$ cat src/rtl/hive_damage_writer_if.sv
// Hit-request handshake and hive sprite RAM write port used by hive_damage_writer.
interface hive_damage_writer_if;
    logic        hit_valid;
    logic        hit_ready;
    logic [5:0]  hit_x;
    logic [5:0]  hit_y;
    logic        wr_allow;
    logic [11:0] H_address;
    logic        H_write;
    logic [7:0]  H_data;
    logic        busy;
    logic        done;

    modport master (output hit_valid, hit_x, hit_y, wr_allow,
                    input  hit_ready, H_address, H_write, H_data, busy, done);
    modport slave  (input  hit_valid, hit_x, hit_y, wr_allow,
                    output hit_ready, H_address, H_write, H_data, busy, done);
endinterface

$ cat src/rtl/hive_damage_writer.sv
// Erases a CRATER_W x CRATER_H crater of hive sprite RAM around a bullet hit.
// Optional feature: define HIVE_DMG_RAGGED_EN for an LFSR-thinned (ragged) crater.
module hive_damage_writer #(
    parameter int unsigned HIVE_W   = 56,
    parameter int unsigned HIVE_H   = 39,
    parameter int unsigned CRATER_W = 4,
    parameter int unsigned CRATER_H = 4,
    parameter logic [7:0]  TRANSP   = 8'h00
) (
    input logic           clk_pix,
    input logic           reset,
    hive_damage_writer_if.slave bus
);

    localparam int CXW = (CRATER_W > 1) ? $clog2(CRATER_W) : 1;
    localparam int CYW = (CRATER_H > 1) ? $clog2(CRATER_H) : 1;

    typedef enum logic [1:0] {IDLE, SCAN, DONE} state_t;

    state_t         state_q, state_d;
    logic [CXW-1:0] cx_q, cx_d;
    logic [CYW-1:0] cy_q, cy_d;
    logic [6:0]     x0_q, x0_d, y0_q, y0_d;   // two's complement crater corner
    logic [11:0]    h_address_q, h_address_d;
    logic           h_write_q, h_write_d;
    logic [7:0]     h_data_q, h_data_d;
    logic           busy_q, busy_d;
    logic           done_q, done_d;
    logic           hit_ready_q, hit_ready_d;

    logic        accept, hit_in_range, last_pos, pos_in_range, pos_write;
    logic [6:0]  px, py;
    logic [11:0] pos_addr;

    assign accept       = bus.hit_valid && hit_ready_q;
    assign hit_in_range = (32'(bus.hit_x) < HIVE_W) && (32'(bus.hit_y) < HIVE_H);
    assign last_pos     = (cx_q == CXW'(CRATER_W - 1)) && (cy_q == CYW'(CRATER_H - 1));

    assign px           = x0_q + 7'(cx_q);
    assign py           = y0_q + 7'(cy_q);
    assign pos_in_range = !px[6] && (32'(px[5:0]) < HIVE_W) &&
                          !py[6] && (32'(py[5:0]) < HIVE_H);
    assign pos_addr     = 12'(py[5:0]) * 12'(HIVE_W) + 12'(px[5:0]);

`ifdef HIVE_DMG_RAGGED_EN
    logic [15:0] lfsr_q, lfsr_d;
    logic        centre;

    assign centre    = (cx_q == CXW'(CRATER_W / 2)) && (cy_q == CYW'(CRATER_H / 2));
    assign pos_write = pos_in_range && (lfsr_q[0] || centre);

    // Galois LFSR, taps 16,14,13,11; steps once per consumed crater position.
    always_comb begin
        lfsr_d = lfsr_q;
        if (state_q == SCAN && bus.wr_allow)
            lfsr_d = {1'b0, lfsr_q[15:1]} ^ (lfsr_q[0] ? 16'hB400 : 16'h0000);
    end

    always_ff @(posedge clk_pix) begin
        if (reset) lfsr_q <= 16'hACE1;
        else       lfsr_q <= lfsr_d;
    end
`else
    assign pos_write = pos_in_range;
`endif

    // NOTE: every always_comb output gets a default first so no path can infer a latch.
    always_comb begin
        state_d     = state_q;
        cx_d        = cx_q;
        cy_d        = cy_q;
        x0_d        = x0_q;
        y0_d        = y0_q;
        h_address_d = h_address_q;
        h_write_d   = 1'b0;
        h_data_d    = TRANSP;

        unique case (state_q)
            IDLE: begin
                if (accept) begin
                    x0_d    = {1'b0, bus.hit_x} - 7'(CRATER_W / 2);
                    y0_d    = {1'b0, bus.hit_y} - 7'(CRATER_H / 2);
                    cx_d    = '0;
                    cy_d    = '0;
                    state_d = hit_in_range ? SCAN : DONE;
                end
            end
            SCAN: begin
                // Clipped positions still consume their allowed cycle.
                if (bus.wr_allow) begin
                    if (pos_write) begin
                        h_write_d   = 1'b1;
                        h_address_d = pos_addr;
                    end
                    if (cx_q == CXW'(CRATER_W - 1)) begin
                        cx_d = '0;
                        cy_d = cy_q + 1'b1;
                    end else begin
                        cx_d = cx_q + 1'b1;
                    end
                    if (last_pos) state_d = DONE;
                end
            end
            DONE:    state_d = IDLE;
            default: state_d = IDLE;
        endcase

        // Status outputs trail the state by one register stage; accept drops ready at once.
        busy_d      = (state_q != IDLE) || accept;
        done_d      = (state_q == DONE);
        hit_ready_d = (state_q == IDLE) && !accept;
    end

    // NOTE: sequential state uses non-blocking assignments only.
    always_ff @(posedge clk_pix) begin
        if (reset) begin
            state_q     <= IDLE;
            cx_q        <= '0;
            cy_q        <= '0;
            x0_q        <= '0;
            y0_q        <= '0;
            h_address_q <= '0;
            h_write_q   <= 1'b0;
            h_data_q    <= TRANSP;
            busy_q      <= 1'b0;
            done_q      <= 1'b0;
            hit_ready_q <= 1'b1;
        end else begin
            state_q     <= state_d;
            cx_q        <= cx_d;
            cy_q        <= cy_d;
            x0_q        <= x0_d;
            y0_q        <= y0_d;
            h_address_q <= h_address_d;
            h_write_q   <= h_write_d;
            h_data_q    <= h_data_d;
            busy_q      <= busy_d;
            done_q      <= done_d;
            hit_ready_q <= hit_ready_d;
        end
    end

    assign bus.H_address = h_address_q;
    assign bus.H_write   = h_write_q;
    assign bus.H_data    = h_data_q;
    assign bus.busy      = busy_q;
    assign bus.done      = done_q;
    assign bus.hit_ready = hit_ready_q;

endmodule

$ cat src/flat_wrapper.sv
// flat-port wrapper written by rule: the top's interface ports become plain ports
module hive_damage_writer_flat 
#(
    parameter int unsigned HIVE_W   = 56,
    parameter int unsigned HIVE_H   = 39,
    parameter int unsigned CRATER_W = 4,
    parameter int unsigned CRATER_H = 4,
    parameter logic [7:0]  TRANSP   = 8'h00
)
  (clk_pix, reset, bus_hit_valid, bus_hit_x, bus_hit_y, bus_wr_allow, bus_hit_ready, bus_H_address, bus_H_write, bus_H_data, bus_busy, bus_done);
  hive_damage_writer_if bus_i ();
  input logic clk_pix;
  input logic reset;
  input wire logic [$bits(bus_i.hit_valid)-1:0] bus_hit_valid;
  input wire logic [$bits(bus_i.hit_x)-1:0] bus_hit_x;
  input wire logic [$bits(bus_i.hit_y)-1:0] bus_hit_y;
  input wire logic [$bits(bus_i.wr_allow)-1:0] bus_wr_allow;
  output wire logic [$bits(bus_i.hit_ready)-1:0] bus_hit_ready;
  output wire logic [$bits(bus_i.H_address)-1:0] bus_H_address;
  output wire logic [$bits(bus_i.H_write)-1:0] bus_H_write;
  output wire logic [$bits(bus_i.H_data)-1:0] bus_H_data;
  output wire logic [$bits(bus_i.busy)-1:0] bus_busy;
  output wire logic [$bits(bus_i.done)-1:0] bus_done;
  assign bus_i.hit_valid = bus_hit_valid;
  assign bus_i.hit_x = bus_hit_x;
  assign bus_i.hit_y = bus_hit_y;
  assign bus_i.wr_allow = bus_wr_allow;
  assign bus_hit_ready = bus_i.hit_ready;
  assign bus_H_address = bus_i.H_address;
  assign bus_H_write = bus_i.H_write;
  assign bus_H_data = bus_i.H_data;
  assign bus_busy = bus_i.busy;
  assign bus_done = bus_i.done;
  hive_damage_writer #(.HIVE_W(HIVE_W), .HIVE_H(HIVE_H), .CRATER_W(CRATER_W), .CRATER_H(CRATER_H), .TRANSP(TRANSP)) u_core (.clk_pix(clk_pix), .reset(reset), .bus(bus_i));
endmodule
$ cat config.mk
export PLATFORM = sky130hd
export DESIGN_NAME = hive_damage_writer_flat
export DESIGN_NICKNAME = d
export VERILOG_FILES = /design/src/rtl/hive_damage_writer_if.sv /design/src/rtl/hive_damage_writer.sv /design/src/flat_wrapper.sv
export SDC_FILE = /design/constraint.sdc
export NUM_CORES = 1
export LEC_CHECK = 0
export CORE_ASPECT_RATIO = 0.7
export CORE_MARGIN = 1.5
export CORE_UTILIZATION = 42
export CTS_CLUSTER_SIZE = 28
export DETAILED_ROUTE_END_ITERATION = 6
export GPL_TIMING_DRIVEN = 0
export PLACE_DENSITY_LB_ADDON = 0.3
export SETUP_SLACK_MARGIN = 0.2
export SYNTH_ARGS = -nofsm -noshare
export SYNTH_HDL_FRONTEND = slang
export SYNTH_SLANG_ARGS = --single-unit
$ cat constraint.sdc
create_clock -name clk_pix -period 5 [get_ports clk_pix]
set_clock_uncertainty 0.2 [all_clocks]
set_input_delay 1 -clock clk_pix [delete_from_list [all_inputs] [get_ports clk_pix]]
set_output_delay 1 -clock clk_pix [all_outputs]
set_load 0.03 [all_outputs]
==> flow_metrics.env, run 1 <==
export IMPL_row_count=23
export IMPL_layout_cells_non_filler=416
export IMPL_irDropWorstVdd_uv=148
export IMPL_p_switching_uw=304
export IMPL_max_freq_ghz=0.236
export IMPL_placed_cells=408
export IMPL_ctsHoldBuffers=0
export IMPL_via_per_inst=5.28
export IMPL_cp_start_kind="flop"
export IMPL_synth_compound_area_share=0.234
export IMPL_post_cts_buffers=0
export IMPL_fill_cells=544
export IMPL_fin_crit_ns=4.23
export IMPL_grt_ovfl_total=0
export IMPL_timing_hold_ws_ns=0.272
export IMPL_synthSimpleGateAreaFrac=0.184
export IMPL_cts_repair_resized=0
export IMPL_path_class="reg2reg"
export IMPL_hold_viol=0
export IMPL_io_pins=40
export IMPL_cp_common_cell="fa_1"
export IMPL_post_route_period_util=0.846
export IMPL_worstPathCellList="ha_1, inv_1, fa_1, xnor2_2, fa_1, ha_1, fa_1, a211oi_1, o22ai_1, nor4_1, xnor2_1, a211oi_1"
export IMPL_clockRootBuffer="clkbuf_8"
export IMPL_synthXorXnorAreaFrac=0.0806
export IMPL_synth_fa_ha_area_frac=0.146
export IMPL_syn_cell_area_um2=2560
export IMPL_layout_drive_gt1_share=0.0909
export IMPL_port_buffers=30
export IMPL_yosys_area_top_type="dfxtp_1"
export IMPL_grt_max_degree=12
export IMPL_swShare=0.340
export IMPL_crit_family="adder cells"
export IMPL_dieHeight_um=68.4
export IMPL_dp_final_hpwl_mm=4.49
export IMPL_wl_mm=5.55
export IMPL_drt_iter0_drc=68
export IMPL_initial_core_util=0.441
export IMPL_yosysWarnings=0
export IMPL_syn_area_per_cell_um2=8.66
export IMPL_p_leak_uw=0.00127
export IMPL_grt_pass1_wl_mm=9.58
export IMPL_tns_ns=0
export IMPL_cp_buffers_inverters=1
export IMPL_cp_end_kind="flop"
export IMPL_critPathSlowestCell="a211oi_1"
export IMPL_yosys_area_top_type_share=0.281
export IMPL_critical_path_max_fanout=6
export IMPL_clk_pin_slew_worst_paths_ns=0.07
export IMPL_final_common_cell="dfxtp_1"
export IMPL_numCtsBuffers=5
export IMPL_track_usage=0.189
export IMPL_dieArea_um2=6590
export IMPL_clkPwrFrac=0.285
export IMPL_area_growth_pct=20.6
export IMPL_drc=0
export IMPL_cts_htree_levels=2
export IMPL_yosys_top_cells_area="dfxtp_1, ha_1, a211oi_1, xnor2_1, nor2_1"
export IMPL_critPathMaxStageDelay_ns=0.49
export IMPL_async_reset_ff_frac=0
export IMPL_setup_viol=0
export IMPL_cp_arrival_ns=4.23
export IMPL_hp_class="reg2reg"
export IMPL_crit_required_ns=5.00
export IMPL_ys_ff_latch=36
export IMPL_worstMarginPinSlew_ns=0.735
export IMPL_wl_per_cell_um=13.3
export IMPL_ant_nets=0
export IMPL_clk_latency_ns=0.29
export IMPL_p_seq_frac=0.369
export IMPL_antenna_found_initial=0
export IMPL_core_area_um2=5810
export IMPL_yosysSeqAreaShare=0.281
export IMPL_synth_cell_types=59
export IMPL_grt_pass1_vias=2054
export IMPL_nets=383
export IMPL_drv_cap=0
export IMPL_dr_pass1_iters=4
export IMPL_comb_power_share=0.347
export IMPL_cts_path_max_buffers=2
export IMPL_postSynthCellCount=296
export IMPL_rsz0062_at_grt="no"
export IMPL_slew_headroom=0.506
export IMPL_route_vias_total=2195
export IMPL_synth_top_family_by_area="compound AO/OA/AOI/OAI gates"
export IMPL_globalplace_congestion=0.834
export IMPL_die_x_um=96.4
export IMPL_p_per_area_nw_per_um2=289
export IMPL_mostFrequentLayoutCells="dfxtp_1, clkdlybuf4s50_1, nor2_1"
export IMPL_cts_tree="built"
export IMPL_cell_internal_pwr_uw=590
export IMPL_antenna_cells=0
export IMPL_synthMuxAreaShare=0
export IMPL_synth_main_ff_cell="dfxtp_1"
export IMPL_synth_edf_count=0
export IMPL_status="finished clean"
export IMPL_clkSinkCount=36
export IMPL_finalMaxSlewViolations=0
[metal layers]
metal / up-vias / GRT usage / wire length, um
met5: - / 0 / 0
met4: 0 / 0.0290 / 38
met3: 4 / 0.0433 / 207
met2: 44 / 0.290 / 2240
met1: 997 / 0.273 / 3060
li1: 1150 / - / -
[kinds of logic after synthesis]
group,count (synthesis)
xor+xnor,21
compound gates,83
buf+inv,39
other cells,1
flops,36
simple gates,89
fa+ha+maj,27
[power by group through the flow]
stage               Clock, uW  Sequential [uW]  Combinational (uW)
finish                    254              330                 310
global route              267              333                 346
CTS                       256              330                 309
detailed placement          0              336                 307
global placement            0              335                 303
floorplan                   0              348                 215
[layout make-up]
cell class,count,area (um^2),share of cell area
Clock inverter,2,35.0,0.0113
Inverter,19,71.3,0.0231
Tap cell,75,93.8,0.0304
Sequential cell,36,721,0.233
Clock buffer,6,72.6,0.0235
Multi-Input combinational cell,228,1680,0.545
Buffer,20,114,0.0368
Timing Repair Buffer,30,300,0.0972
[through the flow]
| step | worst slack (ns) | power [uW] | cell area, um^2 | util |
|---|---|---|---|---|
| 3_5_place_dp | 0.796 | 643 | 2980 | 0.513 |
| 2_1_floorplan | 1.21 | 563 | 2590 | - |
| 5_1_grt | 0.384 | 947 | 3090 | 0.532 |
| 3_3_place_gp | 0.862 | 638 | 2980 | 0.513 |
| 6_report | 0.768 | 894 | 3090 | 0.532 |
| 4_1_cts | 0.746 | 895 | 3090 | 0.532 |
[path summary, 6_finish.rpt]
kind | from | to | slack [ns] | depth (start not counted)
hold / removal | u_core.bus.H_address[3]$_SDFFE_PP0P_ | u_core.bus.H_address[3]$_SDFFE_PP0P_ | 0.27 | 2
hold reg to reg | u_core.bus.H_address[3]$_SDFFE_PP0P_ | u_core.bus.H_address[3]$_SDFFE_PP0P_ | 0.27 | 2
setup / recovery | u_core.cy_q[0]$_SDFFE_PP0P_ | u_core.bus.H_address[10]$_SDFFE_PP0P_ | 0.77 | 12
setup reg to reg | u_core.cy_q[0]$_SDFFE_PP0P_ | u_core.bus.H_address[10]$_SDFFE_PP0P_ | 0.77 | 12
[sequential cells by signal, indices dropped and copies added, names as in the netlist]
signal                count
u_core.bus.H_address     12
u_core.bus.H_write        1
u_core.bus.busy           1
u_core.bus.done           1
u_core.bus.hit_ready      1
u_core.cx_q               2
u_core.cy_q               2
u_core.state_q            2
u_core.x0_q               7
u_core.y0_q               7
[cells in the mapped netlist, drive strengths merged (3+ instances only)]
cell type  count
nor2          27
inv           19
a21oi         18
a211oi        17
nand3         11
nand3b         3
xor2           5
a21o           3
nand2         15
a31oi          6
ha            22
o31ai          7
xnor2         16
clkbuf        10
dfxtp         36
nand4          8
o21ai          9
fa             5
nor2b          3
buf           10
nor3           6
a21boi         3
[worst min-delay path, cell delays in order (launching register included)]
cell and delay, ns:
dfxtp_1 0.31, o31ai_1 0.06, a21oi_1 0.06
Note: power is estimated with default switching activity, not from simulation.
==> run 2, diff against run 1 <==
==> constraint.sdc (replaced) <==
create_clock -name clk_pix -period 4.4 [get_ports clk_pix]
set_clock_uncertainty 0.2 [all_clocks]
set_input_delay 0.88 -clock clk_pix [delete_from_list [all_inputs] [get_ports clk_pix]]
set_output_delay 0.88 -clock clk_pix [all_outputs]
set_load 0.03 [all_outputs]
==> run 2 against run 1 <==
  * Global-route usage up 0.12 points
  * Wire length up 1.8%
  * Via count up 0.18%
  * Maximum frequency up 6.8%
  * Cell count up 0.72%
  * Register-to-register slack worse by 0.33 ns
  * Sequential power up 14%
  * Total power up 17%
  * Sequential share of layout area down 0.69 points
  * Non-clock buffer count up 3
  * Clock power up 13%
  * Critical path depth up 1
==> flow_metrics.env, run 2 (same netlist as run 1, synthesis figures left out) <==
export IMPL_grt_ovfl_total=0
export IMPL_port_buffers=30
export IMPL_antenna_cells=0
export IMPL_nets=386
export IMPL_core_area_um2=5810
export IMPL_worstPathCellList="ha_1, inv_1, fa_1, xnor2_4, buf_4, xnor2_1, ha_1, ha_1, a211oi_1, nor2_1, o311ai_1, a21boi_0, o32ai_1"
export IMPL_reg2reg_from="u_core.cy_q[0]$_SDFFE_PP0P_"
export IMPL_numCtsBuffers=5
export IMPL_cts_tree="built"
export IMPL_comb_power_share=0.364
export IMPL_dieHeight_um=68.4
export IMPL_p_leak_uw=0.00130
export IMPL_p_switching_uw=356
export IMPL_irDropWorstVdd_uv=168
export IMPL_io_pins=40
export IMPL_cp_common_cell="ha_1"
export IMPL_ctsHoldBuffers=0
export IMPL_clkSinkCount=36
export IMPL_dr_pass1_iters=4
export IMPL_clk_pin_slew_worst_paths_ns=0.07
export IMPL_cell_internal_pwr_uw=686
export IMPL_worstMarginPinSlew_ns=0.750
export IMPL_fin_crit_ns=3.96
export IMPL_cp_end_kind="flop"
export IMPL_drv_cap=0
export IMPL_cts_path_max_buffers=2
export IMPL_hp_class="reg2reg"
export IMPL_swShare=0.342
export IMPL_path_depth=13
export IMPL_multiInputGateArea_um2=1750
export IMPL_grt_pass1_vias=2069
export IMPL_wl_per_cell_um=13.5
export IMPL_largest_reg_flops=12
export IMPL_globalplace_congestion=0.834
export IMPL_holdPathStages=2
export IMPL_row_count=23
export IMPL_p_per_area_nw_per_um2=327
export IMPL_hold_viol=0
export IMPL_critical_path_max_fanout=5
export IMPL_wl_mm=5.65
export IMPL_antenna_found_initial=0
export IMPL_clk_latency_ns=0.29
export IMPL_post_route_period_util=0.901
export IMPL_route_vias_total=2199
export IMPL_area_growth_pct=24.3
export IMPL_grt_pass1_wl_mm=9.64
export IMPL_hp_start="u_core.bus.H_address[3]$_SDFFE_PP0P_"
export IMPL_reg2reg_slack_ns=0.44
export IMPL_fill_cells=535
export IMPL_ant_nets=0
export IMPL_path_class="reg2reg"
export IMPL_critPathMaxStageDelay_ns=0.53
export IMPL_cp_buffers_inverters=2
export IMPL_reg2reg_to="u_core.bus.H_address[11]$_SDFFE_PP0P_"
export IMPL_critPathSlowestCell="fa_1"
export IMPL_initial_core_util=0.441
export IMPL_tns_ns=0
export IMPL_die_x_um=96.4
export IMPL_final_common_cell="dfxtp_1"
export IMPL_max_freq_ghz=0.252
export IMPL_cp_arrival_ns=3.96
export IMPL_layout_drive_gt1_share=0.116
export IMPL_slew_headroom=0.496
export IMPL_seqCellArea_um2=721
export IMPL_drt_iter0_drc=69
export IMPL_status="finished clean"
export IMPL_dieArea_um2=6590
export IMPL_track_usage=0.190
export IMPL_mostFrequentLayoutCells="dfxtp_1, clkdlybuf4s50_1, nor2_1"
export IMPL_grt_max_degree=12
export IMPL_dp_final_hpwl_mm=4.49
export IMPL_reg2reg_depth=13
export IMPL_crit_required_ns=4.40
export IMPL_timing_hold_ws_ns=0.272
export IMPL_via_per_inst=5.25
export IMPL_setup_viol=0
export IMPL_clkPwrFrac=0.274
export IMPL_cts_htree_levels=2
export IMPL_crit_family="adder cells"
export IMPL_hold_path_end="u_core.bus.H_address[3]$_SDFFE_PP0P_"
export IMPL_clockRootBuffer="clkbuf_8"
export IMPL_cp_start_kind="flop"
export IMPL_p_seq_frac=0.362
export IMPL_finalMaxSlewViolations=0
export IMPL_rsz0062_at_grt="yes"
export IMPL_drc=0
run 2: changes by cell type in the layout (fill, tap and decap cells not counted), sizes merged:
| cell | before | now |
|---|---|---|
| buf | 10 | 13 |
run 2: power by group through the flow:
stage | clock network (uW) | registers, uW | logic (uW)
2_1_floorplan | 0 | 396 | 244
3_3_place_gp | 0 | 381 | 344
3_5_place_dp | 0 | 382 | 349
4_1_cts | 291 | 375 | 353
5_1_grt | 304 | 381 | 419
6_report | 286 | 377 | 379
run 2: metal layers:
| layer | vias to the layer above | global-route usage | part of all wire |
|---|---|---|---|
| li1 | 1153 | - | - |
| met1 | 1003 | 0.274 | 0.54 |
| met2 | 41 | 0.293 | 0.42 |
| met3 | 2 | 0.0433 | 0.038 |
| met4 | 0 | 0.0290 | 0.0037 |
| met5 | - | 0 | 0 |
run 2: through the flow:
step	power [uW]	instance area (um^2)	util	std cells	setup slack [ns]
floorplan	640	2590	-	303	0.615
global placement	725	2980	0.513	408	0.262
detailed placement	731	2980	0.513	408	0.196
CTS	1020	3100	0.533	416	0.268
global route	1100	3180	0.548	419	0.137
finish	1040	3180	0.548	419	0.436
run 2: cell type report:
type	instances	share of cell area
multi-input combinational	228	0.551
sequential	36	0.226
timing repair buffer	33	0.101
buffer	20	0.0358
tap	75	0.0295
clock buffer	6	0.0228
inverter	19	0.0224
clock inverter	2	0.0110
run 2: worst max path at each step:
stage / startpoint / to
floorplan: u_core.cy_q[0]$_SDFFE_PP0P_ / u_core.bus.H_address[10]$_SDFFE_PP0P_
global placement: u_core.cy_q[0]$_SDFFE_PP0P_ / u_core.bus.H_address[10]$_SDFFE_PP0P_
detailed placement: u_core.cy_q[0]$_SDFFE_PP0P_ / u_core.bus.H_address[10]$_SDFFE_PP0P_
CTS: u_core.cy_q[0]$_SDFFE_PP0P_ / u_core.bus.H_address[10]$_SDFFE_PP0P_
global route: u_core.cy_q[0]$_SDFFE_PP0P_ / u_core.bus.H_address[11]$_SDFFE_PP0P_
finish: u_core.cy_q[0]$_SDFFE_PP0P_ / u_core.bus.H_address[11]$_SDFFE_PP0P_
run 2: timing repair:
action,in CTS,in global routing
setup endpoints to repair,2,3
gates cloned,0,0
pin swaps,0,3
gates resized for setup,1,10
setup buffers,0,3
run 2: worst register-to-register path: stages, from the launching register on:
cell	delay, ns
dfxtp_1	0.38
ha_1	0.22
inv_1	0.08
fa_1	0.53
xnor2_4	0.26
buf_4	0.15
xnor2_1	0.11
ha_1	0.29
ha_1	0.33
a211oi_1	0.31
nor2_1	0.15
o311ai_1	0.47
a21boi_0	0.16
o32ai_1	0.22
